$ cat src/rtl/uart_alu_interface.sv
//------------------------------------------------------------------------------
// Module : uart_alu_interface
// Brief  : Collects A/B/opcode bytes from the UART receiver, drives the ALU
//          operand registers and forwards the ALU result to the transmitter.
//          Optional inter-byte timeout enabled by macro UART_IF_TIMEOUT_EN.
// Rev    : 1.0 - initial release
//------------------------------------------------------------------------------
`default_nettype none

module uart_alu_interface #(
  parameter int DBIT        = 8,
  parameter int OPW         = 6,
  parameter int TIMEOUT_CYC = 50000000
) (
  input  logic            clk,
  input  logic            reset,
  input  logic            rx_done_tick,
  input  logic [DBIT-1:0] rx_data,
  input  logic [DBIT-1:0] alu_result,
  input  logic            tx_done_tick,
  output logic [DBIT-1:0] a_out,
  output logic [DBIT-1:0] b_out,
  output logic [OPW-1:0]  op_out,
  output logic            tx_start,
  output logic [DBIT-1:0] tx_data,
  output logic            busy,
  output logic            overrun,
  output logic            frame_err
);

  localparam logic [5:0] S_GET_A   = 6'b000001;
  localparam logic [5:0] S_GET_B   = 6'b000010;
  localparam logic [5:0] S_GET_OP  = 6'b000100;
  localparam logic [5:0] S_EXEC    = 6'b001000;
  localparam logic [5:0] S_SEND    = 6'b010000;
  localparam logic [5:0] S_WAIT_TX = 6'b100000;

  logic [5:0]      state_q, state_d;
  logic [DBIT-1:0] a_q, a_d;
  logic [DBIT-1:0] b_q, b_d;
  logic [OPW-1:0]  op_q, op_d;
  logic [DBIT-1:0] tx_data_q, tx_data_d;
  logic            tx_start_q, tx_start_d;
  logic            busy_q, busy_d;
  logic            overrun_q, overrun_d;
  logic            frame_err_q, frame_err_d;
  logic            timeout_hit;

`ifdef UART_IF_TIMEOUT_EN
  localparam int CNT_W = $clog2(TIMEOUT_CYC + 1);

  logic [CNT_W-1:0] cnt_q, cnt_d;

  assign timeout_hit = (cnt_q == CNT_W'(TIMEOUT_CYC - 1));

  // Counts only while parked in a collecting state; any transition clears it.
  always_comb begin
    cnt_d = '0;
    if (((state_q == S_GET_B) || (state_q == S_GET_OP)) && (state_d == state_q)) begin
      cnt_d = cnt_q + 1'b1;
    end
  end

  always_ff @(posedge clk or negedge reset) begin
    if (!reset) begin
      cnt_q <= '0;
    end else begin
      cnt_q <= cnt_d;
    end
  end
`else
  logic [31:0] unused_timeout_cyc;

  assign unused_timeout_cyc = TIMEOUT_CYC;
  assign timeout_hit        = 1'b0;
`endif

  // State and output registers
  always_ff @(posedge clk or negedge reset) begin
    if (!reset) begin
      state_q     <= S_GET_A;
      a_q         <= '0;
      b_q         <= '0;
      op_q        <= '0;
      tx_data_q   <= '0;
      tx_start_q  <= 1'b0;
      busy_q      <= 1'b0;
      overrun_q   <= 1'b0;
      frame_err_q <= 1'b0;
    end else begin
      state_q     <= state_d;
      a_q         <= a_d;
      b_q         <= b_d;
      op_q        <= op_d;
      tx_data_q   <= tx_data_d;
      tx_start_q  <= tx_start_d;
      busy_q      <= busy_d;
      overrun_q   <= overrun_d;
      frame_err_q <= frame_err_d;
    end
  end

  // Next-state and register-update logic
  always_comb begin
    state_d     = state_q;
    a_d         = a_q;
    b_d         = b_q;
    op_d        = op_q;
    tx_data_d   = tx_data_q;
    tx_start_d  = 1'b0;
    overrun_d   = 1'b0;
    frame_err_d = 1'b0;

    case (state_q)
      S_GET_A: begin
        if (rx_done_tick) begin
          a_d     = rx_data;
          state_d = S_GET_B;
        end
      end
      S_GET_B: begin
        if (rx_done_tick) begin
          b_d     = rx_data;
          state_d = S_GET_OP;
        end else if (timeout_hit) begin
          frame_err_d = 1'b1;
          state_d     = S_GET_A;
        end
      end
      S_GET_OP: begin
        if (rx_done_tick) begin
          op_d    = rx_data[OPW-1:0];
          state_d = S_EXEC;
        end else if (timeout_hit) begin
          frame_err_d = 1'b1;
          state_d     = S_GET_A;
        end
      end
      S_EXEC: begin
        overrun_d = rx_done_tick;
        state_d   = S_SEND;
      end
      S_SEND: begin
        overrun_d  = rx_done_tick;
        tx_data_d  = alu_result;
        tx_start_d = 1'b1;
        state_d    = S_WAIT_TX;
      end
      S_WAIT_TX: begin
        overrun_d = rx_done_tick;
        if (tx_done_tick) begin
          state_d = S_GET_A;
        end
      end
      default: begin
        state_d = S_GET_A;
      end
    endcase

    // Registered from the next state so busy lines up with the state register.
    busy_d = (state_d == S_EXEC) || (state_d == S_SEND) || (state_d == S_WAIT_TX);
  end

  // Output mapping
  always_comb begin
    a_out     = a_q;
    b_out     = b_q;
    op_out    = op_q;
    tx_data   = tx_data_q;
    tx_start  = tx_start_q;
    busy      = busy_q;
    overrun   = overrun_q;
    frame_err = frame_err_q;
  end

endmodule

`default_nettype wire

$ cat config.mk
export PLATFORM = sky130hd
export DESIGN_NAME = uart_alu_interface
export DESIGN_NICKNAME = d
export VERILOG_FILES = /design/src/rtl/uart_alu_interface.sv
export SDC_FILE = /design/constraint.sdc
export NUM_CORES = 1
export LEC_CHECK = 0
export ABC_AREA = 1
export CORE_ASPECT_RATIO = 1.75
export CORE_MARGIN = 5
export CORE_UTILIZATION = 46
export DETAILED_ROUTE_END_ITERATION = 10
export GPL_TIMING_DRIVEN = 0
export PLACE_DENSITY = 0.86
export SETUP_SLACK_MARGIN = 0.05
export SYNTH_ARGS = -nofsm -noshare
export SYNTH_HDL_FRONTEND = slang
export SYNTH_SLANG_ARGS = --single-unit
$ cat constraint.sdc
create_clock -name clk -period 1.4 [get_ports clk]
set_input_delay 0.14 -clock clk [delete_from_list [all_inputs] [get_ports clk]]
set_output_delay 0.14 -clock clk [all_outputs]
set_load 0.1 [all_outputs]
# [Word-level counts from Yosys, hierarchy flattened]
# Cells that the tools add are included.
[op_classes] shift=0 n_eq_ne=9 magnitude_cmp=0 bitwise=0 n_mul=0 n_reduce_logical=6 mux=7 n_addsub=0 div_mod_pow=0
[ops] operator="case mux 6 bit (6 select lines)" count=1
[ops] operator="two-way mux 6 bit" count=4
[ops] operator="== test 6 x 4 -> 1 bit, second input constant" count=2
[ops] operator="== test 6 x 5 -> 1 bit, second input constant" count=2
[ops] operator="== test 6 bit, second input constant" count=2
[ops] operator="== test 6 x 1 -> 1 bit, second input constant" count=1
[ops] operator="== test 6 x 2 -> 1 bit, second input constant" count=1
[ops] operator="== test 6 x 3 -> 1 bit, second input constant" count=1
[ops] operator="AND reduction 2 bit" count=3
[ops] operator="OR reduction 3 bit" count=1
[ops] operator="logical OR 1 bit" count=2
[ops] operator="two-way mux 1 bit" count=2
[totals] ram_bits=0 mem_bits_ro=0 elab_cells=30 regBits=39 latch_bits=0 in_bits=20 memories=0

# [Longest topological paths before layout]
# Gate-level depths: netlist (run 1).
[depth] ltp_word=5 ltp_mapped=8 mapped_depth_nobuf=7

# [Worst setup path after synthesis (run 1)]
# No wires, ideal clock.
[synth_timing] path_type="flip-flop to flip-flop" startpoint="reg state_q[0]" endpoint="reg a_q[7], in the netlist a_out[7]" slack_ns=0.169 setup_time_ns=0.121 period_less_slack_ns=1.231 path_stages_with_launch=7 required_ns=1.279 arrival_ns=1.110 cell_sequence="dfstp_2 > nand2_1 > nor2_4 > nand2_4 > buf_6 > nand2_2 > o21ai_2"
[synth_via] elab_chain_len=2
[synth_lines] item="start, declared" line="38" rtl="logic [5:0] state_q, state_d;"
[synth_lines] item="start signal, assigned" line="91" rtl="state_q <= state_d;"
[synth_lines] item="== test 6 x 1 -> 1 bit" line="114" rtl="case (state_q)"
[synth_lines] item="AND reduction 2 bit (no line)"
[synth_lines] item="end signal, assigned" line="82" rtl="a_q <= '0;"
[synth_lines] item="end signal, assigned" line="92" rtl="a_q <= a_d;"
[synth_lines] item="end, declared" line="39" rtl="logic [DBIT-1:0] a_q, a_d;"
# Every way passes these cells.
# A chain may end at the register's enable or synchronous reset.

# [Worst setup path after layout (run 1)]
[layout_timing] startpoint="reg a_q[4], in the netlist a_out[4]" endpoint="out a_out[4]"
[layout_lines] item="end, declared" line="21" rtl="output logic [DBIT-1:0] a_out,"
# No word-level cell between the ends.

==> impl_metrics.tcl, run 1 <==
set metrics [dict create \
    ant_nets 0 \
    grt_pass1_wl_um 6580 \
    final_nets 265 \
    dieArea_um2 5070 \
    dpl.hpwl_um 2860 \
    end_kind "output pin" \
    avgSynthCellArea_um2 9.57 \
    synth-xor-area-share_pct 0 \
    cts.sinks 39 \
    dpl_cell_area_um2 2280 \
    synthAdderAreaFrac_pct 0 \
    drc_errors 0 \
    path_max_fanout 2 \
    synth_top_area_share_pct 55.8 \
    layout-drive-gt1-share_pct 40.2 \
    cts_buffer_depth 2 \
    wl_um 4090 \
    cap_viol_max_count 0 \
    met3_usage_pct 3.43 \
    finClkSkew_ns 0.0106 \
    seq_area_um2 978 \
    vias 1375 \
    relSlewSlack_pct 42.5 \
    ys_types 20 \
    grt_use_total_pct 16.6 \
    synth_area_leaders "dfrtp_1 56%, nand2_1 13%, o21ai_2 10%" \
    multiInputGateArea_um2 632 \
    wl_per_cell_um 14.0 \
    ys_seq_area_share_pct 57.4 \
    fin_cells 292 \
    rows 29 \
    crit_arrival_ns 1.18 \
    die_height_um 90.5 \
    die_w_um 56.0 \
    yosysWarnings 0 \
    start_util_pct 47.4 \
    drtIter0Drc 22 \
    reg2reg_slack_ns 0.08 \
    met1_usage_pct 18.1 \
    layout_commonest_cell "nand2_1" \
    postSynthCellCount 178 \
    outcome "complete, no violations" \
    synth-simple-area-share_pct 22.7 \
    synth_mux_area_share_pct 0 \
    worst-setup-path-type "reg -> out" \
    fillers 278 \
    port_buffers 52 \
    grt.overflow.total 0 \
    numCtsBuffers 5 \
    cts_tree "built" \
    core_um2 3590 \
    viasPerCell 4.71 \
    syn-num-nets 198 \
    grt_pass1_vias 1430 \
    ys_seq_elements 39 \
    crit_required_ns 1.26 \
    synth_top_family_by_area "simple AND/OR/NAND/NOR gates" \
    fin_area_um2 2390 \
    hold_viol 0 \
    clk_latency_ns 0.29 \
    period_share_pct 94.6 \
    grt_antenna_before_repair 0 \
    clockRootBuffer "clkbuf_8" \
    ctsHtreeMaxLevel 2 \
    slowest_delay_ns 0.54 \
    dp_cells 276 \
    gr-max-usage-layer "met2" \
    fmax_mhz 755 \
    path_clk_slew_ns 0.07 \
    whs_ns 0.382 \
    period_minus_slack_ns 1.32 \
    fin_ws_ns 0.0751 \
    cpLargestDelayFamily "buffers and inverters" \
    cp_num_buf_inv 1 \
    preCtsSetupSlack_ns -0.240 \
    num_io_pins 54 \
    syn_to_final_growth_pct 40.2 \
    grt_setup_unrepaired "true" \
    synth_top_cell_by_area "dfrtp_1" \
    cp-start-kind "register" \
    finalSetupViolCount 0 \
    final_cell_mix "56 x nand2_1, 37 x dfrtp_1, 29 x buf_2, 20 x o21ai_2, 18 x clkdlybuf4s50_1" \
    worst_path_max_delay_cell "clkdlybuf4s18_2" \
    grt_util_met2_pct 29.8 \
    max_slew.worst_pin.slew_ns 0.863 \
    syn_area_um2 1700 \
    gp_congestion 0.729 \
    dr.pass1.iters 4 \
    holdCritPathClass "in -> reg" \
    grt_start_max_net_pins 40 \
    path_cells "clkdlybuf4s18_2" \
    synth_compound_area_share_pct 12.0 \
    drv_slew 0 \
    diodes 0 \
]
==> through the flow <==
step | util, % | setup TNS (ns)
2_1_floorplan | - | 0
4_1_cts | 66.7 | 0
5_1_grt | 66.5 | 0
3_3_place_gp | 63.5 | -33.93
3_5_place_dp | 63.4 | -7.05
6_report | 66.5 | 0
==> routing by layer <==
layer,routed length [µm],up-vias
met2,2280,31
li1,-,677
met4,142,0
met1,1510,655
met3,158,12
met5,0,-
==> repair_timing <==
item,4_1_cts,5_1_grt
endpoints found under the setup margin,34,49
buffers inserted,0,4
pin swaps,0,7
gates cloned,0,3
gates resized for setup,125,48
hold buffers,1,0
endpoints found under the hold margin,38,0
==> layout make-up <==
| class | instances | area share (%) |
|---|---|---|
| Tap cell | 46 | 2.41 |
| Timing Repair Buffer | 59 | 19.4 |
| Buffer | 4 | 2.10 |
| Inverter | 23 | 3.72 |
| Multi-Input combinational cell | 113 | 26.5 |
| Clock buffer | 6 | 3.46 |
| Clock inverter | 2 | 1.47 |
| Sequential cell | 39 | 41.0 |
==> state kept, by name, summed over array words and instances (netlist names) <==
signal	flops
a_out	8
b_out	8
busy	1
op_out	6
overrun	1
state_q	6
tx_data	8
tx_start	1
==> synth_stat cells <==
| library cell | instances |
|---|---|
| nand2_1 | 58 |
| dfrtp_1 | 38 |
| o21ai_2 | 20 |
| inv_1 | 18 |
| nor2_1 | 10 |
| inv_2 | 4 |
| nor2_2 | 4 |
| o21ai_1 | 4 |
| buf_6 | 3 |
| nand2_2 | 3 |
| nand2_4 | 3 |
| nand3_1 | 3 |
| nor2_4 | 2 |
| o21ai_0 | 2 |
| buf_4 | 1 |
| conb_1 | 1 |
| dfstp_2 | 1 |
| inv_4 | 1 |
| nand3_2 | 1 |
| or2_1 | 1 |
==> path summary, 6_finish.rpt <==
path / to / startpoint / cells after the start
hold / removal: tx_data[4] / alu_result[4] / 3
min in group asynchronous: a_out[3] / reset / 2
setup reg to reg: a_out[4] / state_q[0] / 5
hold reg to reg: tx_data[6] / tx_data[6] / 2
max in group asynchronous: state_q[5] / reset / 2
setup / recovery: a_out[4] / a_out[4] / 1
==> kinds of logic (layout without fill, tap and decap cells) <==
family / after synthesis / in the layout
buf+inv: 27 / 94
simple gates: 85 / 86
flops: 39 / 39
compound gates: 26 / 26
other cells: 1 / 1
Power of run 1 is left out: the tool's default activity adds up to more than one toggle a clock period on the data nets, which glitch-free logic cannot reach.
==> run 2: changes to the inputs <==
--- a/config.mk
+++ b/config.mk
@@ -7,7 +7,6 @@
 export LEC_CHECK = 0
 export ABC_AREA = 1
 export CORE_ASPECT_RATIO = 1.75
-export CORE_MARGIN = 5
 export CORE_UTILIZATION = 46
 export DETAILED_ROUTE_END_ITERATION = 10
 export GPL_TIMING_DRIVEN = 0
==> impl_metrics.tcl, run 2 (same netlist as run 1, synthesis figures left out) <==
set metrics [dict create \
    outcome "complete, no violations" \
    period_minus_slack_ns 1.34 \
    drv_slew 0 \
    path_cells "clkdlybuf4s18_2" \
    worst_r2r_path_depth 6 \
    dr.pass1.iters 4 \
    final_nets 263 \
    diodes 0 \
    numCtsBuffers 5 \
    vias 1346 \
    reg2reg_slack_ns 0.07 \
    ctsHtreeMaxLevel 2 \
    fmax_mhz 747 \
    dpl.hpwl_um 2630 \
    preCtsSetupSlack_ns -0.233 \
    finClkSkew_ns 0.00472 \
    grt_start_max_net_pins 40 \
    drc_errors 0 \
    grt_use_total_pct 20.5 \
    fin_ws_ns 0.0613 \
    hold_path_depth 3 \
    viasPerCell 4.66 \
    rows 28 \
    end_kind "output pin" \
    layout-drive-gt1-share_pct 37.3 \
    die_w_um 48.0 \
    path_clk_slew_ns 0.07 \
    seq_area_um2 977 \
    relSlewSlack_pct 44.6 \
    cap_viol_max_count 0 \
    core_um2 3470 \
    path_max_fanout 2 \
    cp_num_buf_inv 1 \
    clockRootBuffer "clkbuf_8" \
    multiInputGateArea_um2 598 \
    slowest_delay_ns 0.54 \
    drtIter0Drc 26 \
    grt_pass1_wl_um 5540 \
    worst_path_max_delay_cell "clkdlybuf4s18_2" \
    crit_required_ns 1.26 \
    clk_latency_ns 0.29 \
    port_buffers 52 \
    cts_buffer_depth 2 \
    syn_to_final_growth_pct 35.6 \
    worst-setup-path-type "reg -> out" \
    holdCritPathClass "in -> reg" \
    wl_per_cell_um 12.7 \
    hold_viol 0 \
    gp_congestion 0.731 \
    cts.sinks 39 \
    die_height_um 82.5 \
    fin_area_um2 2310 \
    cpLargestDelayFamily "buffers and inverters" \
    grt_antenna_before_repair 0 \
    max_slew.worst_pin.slew_ns 0.831 \
    cp.depth 1 \
    dpl_cell_area_um2 2270 \
    cp-start-kind "register" \
    num_io_pins 54 \
    finalSetupViolCount 0 \
    grt_setup_unrepaired "true" \
    final_cell_mix "58 x nand2_1, 38 x dfrtp_1, 24 x buf_2, 20 x o21ai_2" \
    dieArea_um2 3960 \
    ant_nets 0 \
    fillers 277 \
    cts_tree "built" \
    layout_commonest_cell "nand2_1" \
    grt_pass1_vias 1306 \
    wl_um 3670 \
    crit_arrival_ns 1.20 \
    period_share_pct 95.6 \
    start_util_pct 49.1 \
    grt.overflow.total 0 \
]
## run 2: layout make-up
cell class,count,area share [%]
clock inverter,3,0.650
multi-input combinational,112,25.9
timing repair buffer,58,19.5
clock buffer,5,2.98
tap,45,2.44
buffer,4,2.33
inverter,23,3.85
sequential,39,42.3
## run 2: path summary, 6_finish.rpt
| check | from | end |
|---|---|---|
| max | b_out[4] | b_out[4] |
| min | alu_result[3] | tx_data[3] |
| max reg2reg | state_q[0] | a_out[7] |
| min reg2reg | tx_data[4] | tx_data[4] |
| max in group asynchronous | reset | tx_data[4] |
| min in group asynchronous | reset | a_out[6] |
## run 2: stage by stage
step	TNS [ns]	cells	util (%)	hold slack (ns)
finish	0	289	66.6	0.385
global route	0	289	66.6	0.399
CTS	0	284	68.7	0.386
detailed placement	-6.90	275	65.6	0.289
global placement	-32.85	275	65.7	0.461
floorplan	0	178	-	-0.156
## run 2: worst min-delay path, cell delays in order
cell and delay (ns):
clkdlybuf4s50_1 0.39, nand2_1 0.06, nand2_1 0.04
## run 2: repair_timing
action / 4_1_cts / 5_1_grt
pin swaps: 0 / 2
endpoints found under the hold margin: 38 / 0
gates resized for setup: 118 / 39
setup buffers: 0 / 5
hold buffers: 1 / 0
setup endpoints to repair: 34 / 33
## run 2: per-layer routing
metal,wire length [µm],share of wire (%),track usage (%)
met1,1370,37,21.3
met2,2050,56,34.9
met3,103,2.8,4.35
met4,134,3.7,13.6
met5,0,0,0
Power of run 2 is left out for the same reason.
==> patch, RTL diff (settings of run 1) <==
Add a define of `UART_IF_TIMEOUT_EN`.
--- a/src/rtl/uart_alu_interface.sv
+++ b/src/rtl/uart_alu_interface.sv
@@ -8,2 +8,4 @@
 `default_nettype none
+
+`define UART_IF_TIMEOUT_EN
 
Formal check against the unedited RTL: no difference found for any inputs over 10 cycles, from zero or initial values and one cycle with reset low; that may be too few to reach the edited logic, so the function may still have changed.
==> patch against run 1 <==
- count of clock-buffer cells in the layout up 3
- synthesized area increased by 90%
- sequential cell count grew 27
- the run now ends with setup timing left
- maximum frequency down 24%
- final area rose by 110%
- critical endpoint is now op_out[3]$_DFFE_PN0P_
- clock skew fell by 0.0039 ns
- sequential share of layout area down 8.0 points
- worst setup slack got worse by 0.43 ns
- routed wire length rose to 3.2 times the old value
- worst hold slack improved by 0.0019 ns
==> patch: results (changes against run 1) <==
metric,value,unit,change
number of inverters outside the clock class in the layout,54,,was 23
sequential element share of the synthesized area,0.511,,was 0.574
share of layout cells above drive strength 1,0.449,,was 0.402
"Worst Setup Slack, final",-0.354,ns,was 0.0751 ns
count of port buffers added during placement,53,,was 52
worst skew pair latency,0.34,ns,was 0.29 ns
quantity of gates resized following cts,240,,was 125
count of cells along the worst register-to-register path,8,,was 5
Synth Area in XOR/XNOR,0.0298,,was 0
number of iterations in the first detailed-routing pass,6,,was 4
nonclk buf count,105,,was 63
worst r2r src,state_q[4]$_DFF_PN0_,,was state_q[0]$_DFF_PN1_
fraction of the mapped netlist area in compound gates,0.0507,,was 0.120
largest net degree at the start of global routing,67,,was 40
Synth area leaders,"dfrtp_1 50%, nand2_1 15%, nor2_1 8.6%",,"was dfrtp_1 56%, nand2_1 13%, o21ai_2 10%"
outcome,"finished, violations left",,was completed
combined global-route utilization of all metal layers,0.246,,was 0.166
final WL,13.2,mm,was 4.09 mm
Least-Margin Pin Slew,0.844,ns,was 0.863 ns
worst hold path startpoint,alu_result[1],,was alu_result[4]
number of buffers inserted by post-CTS setup repair,26,,was 0
Critical Path Max Stage Delay,0.44,ns,was 0.54 ns
ratio of routed vias to standard cells,5.84,,was 4.71
final-layout non-clock buffer area share,0.176,,was 0.215
r2r endpoint,op_out[3]$_DFFE_PN0P_,,was a_out[4]$_DFFE_PN0P_
setup violation total in the final timing report,62,,was 0
"top cells by count, synth","126 x nand2_1, 74 x nor2_1, 65 x dfrtp_1",,"was 58 x nand2_1, 38 x dfrtp_1, 20 x o21ai_2"
total number of multi-input combinational cells,291,,was 113
Adder-Cell Fraction of Synth Area,0.00387,,was 0
arrival time at the worst endpoint,1.96,ns,was 1.18 ns
combined area of the multi-input logic cells,1820,µm²,was 632 µm²
number of fillers in the final layout,381,,was 278
violations in the final reports,setup timing,,
[patch: changes by cell type in the layout (fill, tap and decap cells not counted), sizes merged, moves of 7 or more]
| cell | delta |
|---|---|
| buf | +47 |
| nand2 | +67 |
| nand3 | +18 |
| nor2 | +65 |
| dfrtp | +27 |
| nor3 | +7 |
| inv | +31 |
[patch: per-stage QoR]
step           worst slack, ns  cells  setup TNS [ns]  instance area [µm²]  hold WS, ns
6_report                -0.354    616          -13.43                 5020        0.384
5_1_grt                 -0.404    616          -17.86                 5020        0.401
4_1_cts                 -0.118    598           -2.49                 4550        0.339
3_5_place_dp            -0.236    551          -12.60                 3880        0.294
3_3_place_gp             -1.93    551         -138.13                 3880        0.448
2_1_floorplan           0.0385    414               0                 3240       -0.156
[patch: routing by layer]
| layer | GRT usage | wire length, µm |
|---|---|---|
| met1 | 0.224 | 3980 |
| met2 | 0.448 | 6990 |
| met3 | 0.0506 | 829 |
| met4 | 0.195 | 1420 |
| met5 | 0 | 0 |
